**config.mk**
```make
export PLATFORM = sky130hd
export DESIGN_NAME = acc_dvd_param
export DESIGN_NICKNAME = d
export VERILOG_FILES = /design/src/rtl/acc_dvd_pkg.sv /design/src/rtl/acc_dvd_param_core.sv /design/src/rtl/acc_dvd_param.sv
export SDC_FILE = /design/constraint.sdc
export NUM_CORES = 1
export LEC_CHECK = 0
export ABC_AREA = 1
export CORE_ASPECT_RATIO = 0.75
export CORE_MARGIN = 1
export CORE_UTILIZATION = 45
export DETAILED_ROUTE_END_ITERATION = 16
export HOLD_SLACK_MARGIN = 0.02
export PLACE_DENSITY = 0.71
export SYNTH_ARGS = -nofsm -noshare
export SYNTH_HDL_FRONTEND = slang
export SYNTH_SLANG_ARGS = --single-unit
```
**constraint.sdc**
```tcl
create_clock -name clk -period 3.5 [get_ports clk]
set_input_delay 0.7 -clock clk [delete_from_list [all_inputs] [get_ports clk]]
set_output_delay 0.7 -clock clk [all_outputs]
set_load 0.05 [all_outputs]
```
**src/rtl/acc_dvd_pkg.sv**
```systemverilog
// Shared types and elaboration helpers for the acc_dvd_param divider accelerator.
package acc_dvd_pkg;

    typedef enum logic [1:0] {
        LOAD = 2'd0,
        CALC = 2'd1,
        SEND = 2'd2
    } state_e;

    // Width of a counter that indexes all 2*DATA_W/BUS_W beats of one transfer phase.
    function automatic int beat_cnt_w(input int data_w, input int bus_w);
        return (2 * data_w / bus_w > 1) ? $clog2(2 * data_w / bus_w) : 1;
    endfunction

    function automatic bit widths_ok(input int data_w, input int bus_w);
        return (bus_w > 0) && (data_w >= bus_w) && (data_w % bus_w == 0);
    endfunction

endpackage

```
**src/rtl/acc_dvd_param_core.sv**
```systemverilog
// div_core_seq: unsigned restoring divider, one quotient bit per cycle for DATA_W cycles after start_i.
module div_core_seq #(
    parameter int DATA_W = 16
) (
    input  logic              clk,
    input  logic              rst,
    input  logic              start_i,
    input  logic [DATA_W-1:0] dividend_i,
    input  logic [DATA_W-1:0] divisor_i,
    output logic              done_o,
    output logic [DATA_W-1:0] quotient_o,
    output logic [DATA_W-1:0] remainder_o
);

    localparam int SW = (DATA_W > 1) ? $clog2(DATA_W) : 1;
    localparam logic [SW-1:0] LAST_STEP = SW'(DATA_W - 1);

    logic [DATA_W-1:0] rem_q, rem_d;
    logic [DATA_W-1:0] quo_q, quo_d;
    logic [DATA_W-1:0] dvs_q, dvs_d;
    logic [SW-1:0]     step_q, step_d;
    logic              run_q, run_d;
    logic [DATA_W:0]   shifted;
    logic              fits;

    always_comb begin
        // NOTE: every signal written here gets a default first, otherwise a path that skips it infers a latch.
        rem_d   = rem_q;
        quo_d   = quo_q;
        dvs_d   = dvs_q;
        step_d  = step_q;
        run_d   = run_q;
        // Partial remainder widened by one bit so the shifted value never overflows before the compare.
        shifted = {rem_q, quo_q[DATA_W-1]};
        fits    = shifted >= {1'b0, dvs_q};

        if (start_i) begin
            rem_d  = '0;
            quo_d  = dividend_i;
            dvs_d  = divisor_i;
            step_d = '0;
            run_d  = 1'b1;
        end else if (run_q) begin
            rem_d  = fits ? (shifted[DATA_W-1:0] - dvs_q) : shifted[DATA_W-1:0];
            quo_d  = (quo_q << 1) | DATA_W'(fits);
            step_d = step_q + 1'b1;
            if (step_q == LAST_STEP) begin
                run_d = 1'b0;
            end
        end
    end

    always_ff @(posedge clk) begin
        // NOTE: state registers use non-blocking assignments so every flop samples pre-edge values.
        if (rst) begin
            rem_q  <= '0;
            quo_q  <= '0;
            dvs_q  <= '0;
            step_q <= '0;
            run_q  <= 1'b0;
        end else begin
            rem_q  <= rem_d;
            quo_q  <= quo_d;
            dvs_q  <= dvs_d;
            step_q <= step_d;
            run_q  <= run_d;
        end
    end

    assign done_o      = run_q && (step_q == LAST_STEP);
    assign quotient_o  = quo_q;
    assign remainder_o = rem_q;

endmodule

```
**src/rtl/acc_dvd_param.sv**
```systemverilog
// acc_dvd_param: streaming divide coprocessor (operands in, quotient+remainder out over BUS_W beats).
// Defining ACC_DVD_SIGNED_EN adds the signed_mode port for two's-complement division.
module acc_dvd_param
    import acc_dvd_pkg::*;
#(
    parameter int DATA_W = 16,
    parameter int BUS_W  = 8
) (
    input  logic             clk,
    input  logic             rst,
    input  logic             in_valid,
    output logic             in_ready,
    input  logic [BUS_W-1:0] in_data,
    output logic             out_valid,
    input  logic             out_ready,
    output logic [BUS_W-1:0] out_data,
    output logic             out_last,
    output logic             busy,
    output logic             div_by_zero
`ifdef ACC_DVD_SIGNED_EN
    ,
    input  logic             signed_mode
`endif
);

    localparam int NB     = DATA_W / BUS_W;
    localparam int NBEATS = 2 * NB;
    localparam int CW     = beat_cnt_w(DATA_W, BUS_W);
    localparam logic [CW-1:0] LAST_BEAT = CW'(NBEATS - 1);
    localparam bit WIDTHS_OK = widths_ok(DATA_W, BUS_W);

    if (!WIDTHS_OK) begin : g_bad_width
        $error("acc_dvd_param: DATA_W must be a non-zero multiple of BUS_W");
    end

    state_e              state_q, state_d;
    logic [CW-1:0]       cnt_q, cnt_d;
    logic [2*DATA_W-1:0] opnd_q, opnd_d, opnd_shift;
    logic                dbz_q, dbz_d;
    logic                sgn_mode;
    logic                core_start, core_done;
    logic [DATA_W-1:0]   core_quo, core_rem;
    logic [DATA_W-1:0]   load_dvd, load_dvs, dvd_mag, dvs_mag;
    logic [DATA_W-1:0]   held_dvd, held_dvs, res_quo, res_rem;
    logic [2*DATA_W-1:0] result;
    logic [BUS_W-1:0]    beat_sel;

`ifdef ACC_DVD_SIGNED_EN
    logic sgn_q, sgn_d;

    always_comb begin
        sgn_d = sgn_q;
        if (state_q == LOAD && in_valid && cnt_q == '0) begin
            sgn_d = signed_mode;
        end
    end

    always_ff @(posedge clk) begin
        if (rst) sgn_q <= 1'b0;
        else     sgn_q <= sgn_d;
    end

    assign sgn_mode = sgn_q;
`else
    assign sgn_mode = 1'b0;
`endif

    // Operands as they will stand once the current beat is shifted in; used on the final load beat.
    assign opnd_shift = {opnd_q[2*DATA_W-BUS_W-1:0], in_data};
    assign load_dvd   = opnd_shift[2*DATA_W-1:DATA_W];
    assign load_dvs   = opnd_shift[DATA_W-1:0];
    assign dvd_mag    = (sgn_mode && load_dvd[DATA_W-1]) ? -load_dvd : load_dvd;
    assign dvs_mag    = (sgn_mode && load_dvs[DATA_W-1]) ? -load_dvs : load_dvs;

    div_core_seq #(
        .DATA_W (DATA_W)
    ) u_core (
        .clk         (clk),
        .rst         (rst),
        .start_i     (core_start),
        .dividend_i  (dvd_mag),
        .divisor_i   (dvs_mag),
        .done_o      (core_done),
        .quotient_o  (core_quo),
        .remainder_o (core_rem)
    );

    // Operand register stays intact until the next load, so signs and the zero-divisor dividend come from it.
    assign held_dvd = opnd_q[2*DATA_W-1:DATA_W];
    assign held_dvs = opnd_q[DATA_W-1:0];
    assign res_quo  = (sgn_mode && (held_dvd[DATA_W-1] ^ held_dvs[DATA_W-1])) ? -core_quo : core_quo;
    assign res_rem  = (sgn_mode && held_dvd[DATA_W-1]) ? -core_rem : core_rem;
    assign result   = dbz_q ? {{DATA_W{1'b1}}, held_dvd} : {res_quo, res_rem};

    always_comb begin
        beat_sel = '0;
        for (int i = 0; i < NBEATS; i++) begin
            if (cnt_q == CW'(NBEATS - 1 - i)) begin
                beat_sel = result[i*BUS_W +: BUS_W];
            end
        end
    end

    always_comb begin
        state_d    = state_q;
        cnt_d      = cnt_q;
        opnd_d     = opnd_q;
        dbz_d      = dbz_q;
        core_start = 1'b0;

        unique case (state_q)
            LOAD: begin
                if (in_valid) begin
                    opnd_d = opnd_shift;
                    if (cnt_q == LAST_BEAT) begin
                        cnt_d = '0;
                        if (load_dvs == '0) begin
                            state_d = SEND;
                            dbz_d   = 1'b1;
                        end else begin
                            state_d    = CALC;
                            core_start = 1'b1;
                        end
                    end else begin
                        cnt_d = cnt_q + 1'b1;
                    end
                end
            end
            CALC: begin
                if (core_done) begin
                    state_d = SEND;
                end
            end
            SEND: begin
                if (out_ready) begin
                    if (cnt_q == LAST_BEAT) begin
                        state_d = LOAD;
                        cnt_d   = '0;
                        dbz_d   = 1'b0;
                    end else begin
                        cnt_d = cnt_q + 1'b1;
                    end
                end
            end
            default: state_d = LOAD;
        endcase
    end

    always_ff @(posedge clk) begin
        if (rst) begin
            state_q <= LOAD;
            cnt_q   <= '0;
            opnd_q  <= '0;
            dbz_q   <= 1'b0;
        end else begin
            state_q <= state_d;
            cnt_q   <= cnt_d;
            opnd_q  <= opnd_d;
            dbz_q   <= dbz_d;
        end
    end

    // Outputs are forced to their idle values while rst is held, regardless of the registered state.
    assign in_ready    = !rst && (state_q == LOAD);
    assign out_valid   = !rst && (state_q == SEND);
    assign out_data    = out_valid ? beat_sel : '0;
    assign out_last    = out_valid && (cnt_q == LAST_BEAT);
    assign busy        = !rst && (state_q != LOAD);
    assign div_by_zero = !rst && dbz_q;

endmodule
```
==> summary.txt, run 1 <==
cts bufs inserted -> 9
most common cell after layout, fill and taps aside -> nand2_1
Worst-path clk slew -> 70 ps
cell taking the most area after synthesis -> dfxtp_1
Final Slew Violations -> 0
Hold EP -> u_core.dvs_q[3]
main combinational cell family by area after synthesis -> simple AND/OR/NAND/NOR gates
clock power share -> 37.3%
crit path kind -> flop to output port
TritonCTS Sinks -> 90
Final Hold Viols -> 0
crit path capture type -> output port
Syn Std Cell Area -> 5290 um^2
Int Power -> 1.85 mW
FMAX -> 331 MHz
Remaining Overflow, GRT -> 0
mux share of post-synthesis cell area -> 0%
CP Cell Sequence -> ha_1 > o21ai_0 > o21ai_0 > o21ai_0 > nand2_1 > a21oi_1 > nor3_1 > buf_12
Synth Net Count -> 838
largest cells by area after synthesis -> dfxtp_1 (34%), nand2_1 (13%), o21ai_0 (6.7%), inv_1 (6.6%), nor2_1 (6.2%)
first-pass GRT wire length -> 23.6 mm
DIE WIDTH -> 127 um
Tmin final -> 3020 ps
vias in the first global route -> 4538
io pins -> 25
layout cell share with drive strength beyond 1 -> 9.09%
GPL Wtd Cong -> 0.896
simple-gate share of the synthesized area -> 32.5%
combinational share of power -> 23.1%
root buffer cell -> clkbuf_16
leakage -> 2.62 nW
XOR/XNOR Fraction of Synth Area -> 1.49%
RR Endpoint -> u_core.remainder_o[11]
setup TNS -> 0 ps
overall routing resource usage -> 25.0%
Crit path top cell by count -> o21ai_0
Ys Warns -> 0
crit path max-delay cell type -> ha_1
number of placed instances, taps included -> 955
Final HPWL DP -> 10.3 mm
Period Utilization, post-route -> 86.3%
Req. time, crit path -> 2800 ps
FF-to-FF Start -> u_core.remainder_o[7]
register area -> 1800 um^2
CTS Buffer Depth -> 2
VDD IR max -> 362 uV
Reg2Reg Setup Slack -> 1030 ps
Power Dens Cells -> 463 nW/um^2
Inserted Diodes -> 0
total number of H-tree levels -> 3
Rel. slew slack -> 35.4%
initial DRC count -> 461
initial antenna violation count -> 0
worst-skew pair later-pin latency -> 360 ps
Buf/Inv on CP -> 1
Post-CTS Repair Setup Buffers -> 0
largest net degree at the start of global routing -> 53
CTS resizes -> 0
Seq/Total Area, Yosys -> 34.1%
Adder-Cell Fraction of Synth Area -> 5.35%
worst hold path type -> flop to flop
worst r2r path cells -> 10
Die H -> 95.9 um
die area -> 12200 um^2
endpoints failing setup -> 0
Max-Cap Viols -> 0
Post-layout nets -> 843
Yosys cell types -> 35
Avg WL per Cell -> 14.7 um
WL final -> 14.3 mm
# fillers -> 1088
Compound-Gate Fraction of Synth Area -> 16.5%
Sw Share -> 33.6%
starting density of the core -> 47.3%
CP Max Fanout -> 12
Setup crit start kind -> flop
status -> completed
Setup crit start -> cnt_q[0]
hold path start -> u_core.dvs_q[3]
Yosys top cell area share -> 34.1%
Vias -> 5232
Setup Skew -> 7.48 ps
footprint of the multi-input gates -> 2950 um^2
Flop pwr share -> 39.6%
WP data arrival -> 2320 ps
synthesized flop and latch total -> 90
Net Switching -> 0.937 mW
area grow syn2layout -> 13.7%
Gate Count Post-Synth -> 804
CP delay by family, top -> compound AO/OA/AOI/OAI gates
cell row count -> 33
DRC Markers -> 0
CTS tree -> yes
Hold Buf Count CTS -> 0
IO Port Bufs -> 24
Post-Layout Cell Count -> 971
Vias/cell -> 5.39
syn avg cell area -> 6.58 um^2
most frequent cells in the layout -> nand2_1 (187), inv_1 (93), dfxtp_1 (90)
Routed Antenna Nets -> 0
Core ar. -> 11200 um^2
WHS Path Cells -> 2
drt first pass iters -> 5
worst-margin pin slew -> 968 ps
RSZ-0062 raised after global routing -> no
slowest stage delay, CP -> 440 ps
## power groups by stage
| stage | Clock (mW) | Combinational [mW] | Sequential (mW) |
|---|---|---|---|
| 2_1_floorplan | 0 | 0.510 | 1.11 |
| 5_1_grt | 1.09 | 0.713 | 1.11 |
| 3_5_place_dp | 0 | 0.633 | 1.12 |
| 3_3_place_gp | 0 | 0.624 | 1.12 |
| 4_1_cts | 1.05 | 0.635 | 1.10 |
| 6_report | 1.04 | 0.643 | 1.10 |
## flip-flops by register name (all words and copies together), names as in the netlist, 2 cells and up
name                count
u_core.remainder_o     16
u_core.quotient_o      16
u_core.step_q           4
opnd_q                 32
cnt_q                   2
u_core.dvs_q           16
state_q                 2
## tightest hold or removal path, cell delays in order (launching register included)
cell and delay [ps]:
dfxtp_1 300, inv_1 70, a21oi_1 60
## cells by family (layout without fill, tap and decap cells)
kind of cell / count (synthesis) / after routing
xor+xnor: 9 / 9
flops: 90 / 90
compound gates: 162 / 162
fa+ha+maj: 22 / 22
simple gates: 387 / 387
buf+inv: 134 / 144
## metal layers
metal  track usage [%]  wire [um]
met5                 0          0
met2              34.5       5630
met4              6.55        136
met3              5.95       1010
met1              38.1       7490
## Yosys cell counts, drive strengths merged
cell and count:
a21oi 74, nand4 6, nand2 197, a211oi 3, and3 1, dfxtp 90
a31oi 13, clkbuf 20, ha 21, clkinv 2, buf 17, nor2 92
o21ai 71, nand3 59, or2 2, and2 2, nand3b 7, xnor2 6
xor2 3, fa 1, inv 95, o21a 1, nor3 21
## stage by stage
step | setup slack, ps | utilization [%] | power, mW | hold WS (ps) | cell area, um^2
floorplan | 561 | - | 1.62 | 433 | 5290
global placement | 749 | 50.9 | 1.75 | 468 | 5700
detailed placement | 731 | 50.9 | 1.76 | 475 | 5700
CTS | 485 | 53.7 | 2.78 | 485 | 6010
global route | 305 | 53.7 | 2.91 | 500 | 6010
finish | 479 | 53.7 | 2.78 | 477 | 6010
## worst max-delay path by stage
stage	to	slack, ps	cells past startpoint
2_1_floorplan	out_data[0]	560	8
4_1_cts	out_data[6]	490	8
5_1_grt	out_data[5]	310	8
3_3_place_gp	out_data[7]	750	5
3_5_place_dp	out_data[7]	730	5
6_report	out_data[6]	480	8
## layout make-up
cell class / count / area share (%)
inverters: 97 / 6.06
multi-input cells: 580 / 49.1
clock buffers: 9 / 3.75
clock inverters: 7 / 1.50
flip-flops and latches: 90 / 30.0
well taps: 157 / 3.27
repair buffers: 31 / 6.41
No activity file was read; power rests on OpenSTA's default activity.
==> inputs of run 2 (changes only) <==
- MAX_ROUTING_LAYER: not set -> met4
==> summary.txt, run 2 (synthesized netlist as in run 1, its figures left out) <==
Post-layout nets -> 843 (unchanged)
Tmin final -> 2970 ps (-49.0 ps)
register area -> 1800 um^2 (unchanged)
worst-skew pair later-pin latency -> 350 ps (about the same)
initial DRC count -> 517 (+12%)
starting density of the core -> 47.3% (unchanged)
status -> completed
DRC Markers -> 0 (unchanged)
Hold Buf Count CTS -> 0 (unchanged)
Worst-path clk slew -> 60 ps (about the same)
area grow syn2layout -> 12.8%
FMAX -> 336 MHz (+1.6%)
layout cell share with drive strength beyond 1 -> 8.86% (-0.23 points)
slowest stage delay, CP -> 460 ps (+20 ps)
# fillers -> 1115 (+2.5%)
CP Max Fanout -> 12 (unchanged)
overall routing resource usage -> 25.5% (+0.51 points)
largest net degree at the start of global routing -> 53 (unchanged)
DIE WIDTH -> 127 um (unchanged)
Sw Share -> 33.5% (-0.12 points)
Setup Skew -> 7.39 ps (-0.0829 ps)
cts bufs inserted -> 9 (unchanged)
root buffer cell -> clkbuf_16
Inserted Diodes -> 0 (unchanged)
RSZ-0062 raised after global routing -> no
CTS Buffer Depth -> 2 (unchanged)
endpoints failing setup -> 0 (unchanged)
leakage -> 2.59 nW (-1.3%)
pre-CTS setup slack -> 738 ps (+7.33 ps)
Vias/cell -> 5.33 (-1.2%)
Post-CTS Repair Setup Buffers -> 0 (unchanged)
Reg with most FFs -> opnd_q
Rel. slew slack -> 34.7% (-0.66 points)
Remaining Overflow, GRT -> 0 (unchanged)
worst-margin pin slew -> 978 ps (+9.83 ps)
crit path capture type -> output port
combinational share of power -> 24.1% (+1.0 points)
worst hold path type -> flop to flop
setup TNS -> 0 ps (unchanged)
initial antenna violation count -> 0 (unchanged)
total number of H-tree levels -> 3 (unchanged)
GPL Wtd Cong -> 0.918 (+2.4%)
Avg WL per Cell -> 14.6 um (-0.67%)
number of placed instances, taps included -> 955 (unchanged)
IO Port Bufs -> 24 (unchanged)
Crit path top cell by count -> o21ai_0
TritonCTS Sinks -> 90 (unchanged)
Post-Layout Cell Count -> 970 (-0.10%)
Core ar. -> 11200 um^2 (unchanged)
cell row count -> 33 (unchanged)
total power -> 2.64 mW (-5.2%)
Vias -> 5166 (-1.3%)
CTS resizes -> 0 (unchanged)
Max-Cap Viols -> 0 (unchanged)
Die H -> 95.9 um (unchanged)
WL final -> 14.2 mm (-0.77%)
die area -> 12200 um^2 (unchanged)
Area after DPL -> 5700 um^2 (unchanged)
most common cell after layout, fill and taps aside -> nand2_1
Power Dens Cells -> 443 nW/um^2 (-4.4%)
Int Power -> 1.76 mW (-5.0%)
clock power share -> 34.1% (-3.2 points)
Final Slew Violations -> 0 (unchanged)
crit path kind -> flop to output port
CTS tree -> yes
Period Utilization, post-route -> 84.9% (-1.4 points)
VDD IR max -> 289 uV (-20%)
CP delay by family, top -> compound AO/OA/AOI/OAI gates
Final HPWL DP -> 10.3 mm (+0.38%)
Flop pwr share -> 41.8% (+2.2 points)
Final Hold Viols -> 0 (unchanged)
footprint of the multi-input gates -> 2950 um^2 (unchanged)
WP data arrival -> 2270 ps (-50 ps)
Routed Antenna Nets -> 0 (unchanged)
slack of the critical path -> 528 ps (+49.0 ps)
first-pass GRT wire length -> 23.3 mm (-0.91%)
Buf/Inv on CP -> 1 (unchanged)
crit path max-delay cell type -> ha_1
drt first pass iters -> 5 (unchanged)
max FFs per register -> 32 (unchanged)
CP Cell Sequence -> ha_1 > o21ai_0 > o21ai_0 > o21ai_0 > nand2_1 > a21oi_1 > nor3_1 > buf_12
io pins -> 25 (unchanged)
Req. time, crit path -> 2800 ps (about the same)
Post-Layout Inst Area -> 5970 um^2 (-0.77%)
vias in the first global route -> 4574 (+0.79%)
Net Switching -> 0.885 mW (-5.5%)
Setup crit start kind -> flop
most frequent cells in the layout -> nand2_1 (187), inv_1 (93), dfxtp_1 (90)
## run 2: power by group through the flow
stage	logic, mW	registers, mW	clock network (mW)
after detailed placement	0.630	1.12	0
after CTS	0.632	1.10	0.909
after global routing	0.714	1.11	0.951
after global placement	0.623	1.12	0
final	0.637	1.10	0.901
after floorplan	0.510	1.11	0
## run 2: layer usage
| metal | global-route usage [%] | wire (um) | up-vias |
|---|---|---|---|
| met5 | - | 0 | - |
| met4 | 6.75 | 174 | 0 |
| met3 | 4.67 | 1150 | 19 |
| met2 | 35.0 | 5690 | 192 |
| met1 | 37.8 | 7150 | 2334 |
| li1 | - | - | 2621 |
## run 2: final timing paths
check                         from                     end  slack (ps)  cells after the start
setup / recovery          cnt_q[0]             out_data[0]         530                      8
hold / removal    u_core.dvs_q[10]        u_core.dvs_q[10]         490                      2
setup reg to reg   u_core.dvs_q[8]  u_core.remainder_o[11]        1080                     11
hold reg to reg   u_core.dvs_q[10]        u_core.dvs_q[10]         490                      2
## run 2: worst reg2reg max path: stages, from the launching register on
cell     delay (ps)
dfxtp_1         310
inv_1            70
ha_1            360
nand2_1         120
nor2_1          240
nand3_1         160
nand3_2         130
nand2_2         240
nand2_4         340
nand3_1         160
nand3_1         100
a21oi_1          60
## run 2: layout make-up
type | instances | share of cell area (%)
Tap cell | 157 | 3.29
Timing Repair Buffer | 31 | 6.46
Inverter | 97 | 6.10
Multi-Input combinational cell | 580 | 49.4
Sequential cell | 90 | 30.2
Clock buffer | 10 | 3.84
Clock inverter | 5 | 0.671
## run 2: stage by stage
step	hold WS, ps	utilization [%]
global placement	476	50.9
global route	515	53.3
CTS	489	53.3
detailed placement	480	50.9
floorplan	433	-
finish	489	53.3
==> inputs of run 3 (changes only) <==
- clock period: 3.5 -> 3.1 ns (I/O delays scaled with it)
==> summary.txt, run 3 (synthesized netlist as in run 1, its figures left out) <==
status -> completed
Worst-path clk slew -> 60 ps (about the same)
uppermost routed layer -> met4
largest net degree at the start of global routing -> 53 (unchanged)
RSZ-0062 raised after global routing -> no
most frequent cells in the layout -> nand2_1 (187), inv_1 (93), dfxtp_1 (90)
Routed Antenna Nets -> 0 (unchanged)
Tmin final -> 2780 ps
crit path max-delay cell type -> dfxtp_1
cell row count -> 33 (unchanged)
GPL Wtd Cong -> 0.899 (-2.0%)
WL met3 -> 1.10 mm (-4.4%)
most common cell after layout, fill and taps aside -> nand2_1
Post-layout nets -> 846 (+0.36%)
Sw Share -> 32.7% (-0.83 points)
combinational share of power -> 23.7% (-0.4 points)
Req. time, crit path -> 2480 ps (-320 ps)
Flop pwr share -> 40.4% (-1.4 points)
Post-CTS Repair Setup Buffers -> 0 (unchanged)
root buffer cell -> clkbuf_16
Int Power -> 2.07 mW (+18%)
IO Port Bufs -> 24 (unchanged)
slowest stage delay, CP -> 400 ps (-60 ps)
M1 WL -> 7.33 mm (+2.6%)
Hold Buf Count CTS -> 0 (unchanged)
initial DRC count -> 518 (+0.19%)
WL final -> 14.2 mm (+0.44%)
pre-CTS setup slack -> 523 ps (-215 ps)
Inserted Diodes -> 0 (unchanged)
CTS resizes -> 0 (unchanged)
worst hold path type -> flop to flop
Avg WL per Cell -> 14.6 um (about the same)
slack of the critical path -> 316 ps (-212 ps)
die area -> 12200 um^2 (unchanged)
smallest hold slack -> 485 ps (-3.20 ps)
cts bufs inserted -> 9 (unchanged)
crit path kind -> flop to output port
Power Dens Cells -> 508 nW/um^2 (+15%)
Vias/cell -> 5.33 (about the same)
endpoints failing setup -> 0 (unchanged)
io pins -> 25 (unchanged)
metal2 WL -> 5.67 mm (-0.21%)
Crit path top cell by count -> inv_1
WP data arrival -> 2160 ps (-110 ps)
starting density of the core -> 47.3% (unchanged)
vias in the first global route -> 4496 (-1.7%)
Die H -> 95.9 um (unchanged)
CTS Buffer Depth -> 2 (unchanged)
Setup Skew -> 8.76 ps (+1.37 ps)
CTS tree -> yes
CP Max Fanout -> 15 (+3)
Max-Cap Viols -> 0 (unchanged)
Final HPWL DP -> 10.4 mm (+0.37%)
Period Utilization, post-route -> 89.8%
Vias -> 5191 (+0.48%)
Net Switching -> 1.01 mW (+14%)
layout cell share with drive strength beyond 1 -> 9.42% (+0.57 points)
clock power share -> 36.0% (+1.9 points)
max FFs per register -> 32 (unchanged)
first-pass GRT wire length -> 23.3 mm (-0.33%)
setup TNS -> 0 ps (unchanged)
Core ar. -> 11200 um^2 (unchanged)
drt first pass iters -> 6 (+1)
TritonCTS Sinks -> 90 (unchanged)
area grow syn2layout -> 14.6%
worst-margin pin slew -> 590 ps (-388 ps)
Final Core Density -> 54.1% (+0.83 points)
Remaining Overflow, GRT -> 0 (unchanged)
worst-skew pair later-pin latency -> 340 ps (about the same)
leakage -> 2.63 nW (+1.8%)
crit path capture type -> output port
Final Slew Violations -> 0 (unchanged)
CP Cell Sequence -> inv_1 > ha_1 > inv_1 > o21ai_0 > nand2_1 > a21oi_1 > nor3_1 > buf_12
Reg with most FFs -> opnd_q
Final Hold Viols -> 0 (unchanged)
DIE WIDTH -> 127 um (unchanged)
Setup crit start kind -> flop
VDD IR max -> 431 uV (+49%)
initial antenna violation count -> 0 (unchanged)
# fillers -> 1113 (-0.18%)
FMAX -> 359 MHz
DRC Markers -> 0 (unchanged)
total number of H-tree levels -> 3 (unchanged)
Rel. slew slack -> 60.4% (+26 points)
overall routing resource usage -> 25.2% (-0.33 points)
## run 3: path summary, 6_finish.rpt
path | start | to | slack [ps] | cells past startpoint
max | cnt_q[0] | out_data[0] | 320 | 8
min | u_core.remainder_o[12] | u_core.remainder_o[12] | 490 | 2
max reg2reg | u_core.dvs_q[8] | u_core.remainder_o[11] | 680 | 11
min reg2reg | u_core.remainder_o[12] | u_core.remainder_o[12] | 490 | 2
## run 3: power groups by stage
stage	Combinational [mW]	Sequential, mW	Clock (mW)
CTS	0.719	1.24	1.12
floorplan	0.575	1.25	0
finish	0.728	1.24	1.11
detailed placement	0.717	1.27	0
global route	0.813	1.25	1.17
global placement	0.708	1.27	0
## run 3: stage by stage
stage | area [um^2] | total power [mW] | instances
after floorplan | 5290 | 1.83 | 804
final | 6060 | 3.08 | 974
after detailed placement | 5760 | 1.98 | 958
after CTS | 6060 | 3.08 | 974
after global placement | 5760 | 1.98 | 958
after global routing | 6060 | 3.23 | 974
## run 3: per-layer routing
metal	up-vias	global-route usage, %
li1	2630	-
met1	2387	37.7
met3	11	4.61
met4	0	4.17
met5	-	-
met2	163	35.2
## run 3: area by class of cell
cell class              count  area, um^2  share of cell area (%)
repair buffers             34         445                    7.35
clock inverters             7        76.3                    1.26
flip-flops and latches     90        1800                    29.7
well taps                 157         196                    3.24
multi-input cells         580        2950                    48.7
inverters                  97         364                    6.01
clock buffers               9         225                    3.72
## run 3: worst max-delay path, delay by kind of cell, from the launching register on
kind                     cells  cell delay [ps]
buffers and inverters        3              580
flip-flops                   1              400
AND/OR/NAND/NOR              2              390
AO/OA/AOI/OAI                2              240
adder cells (fa/ha/maj)      1              220
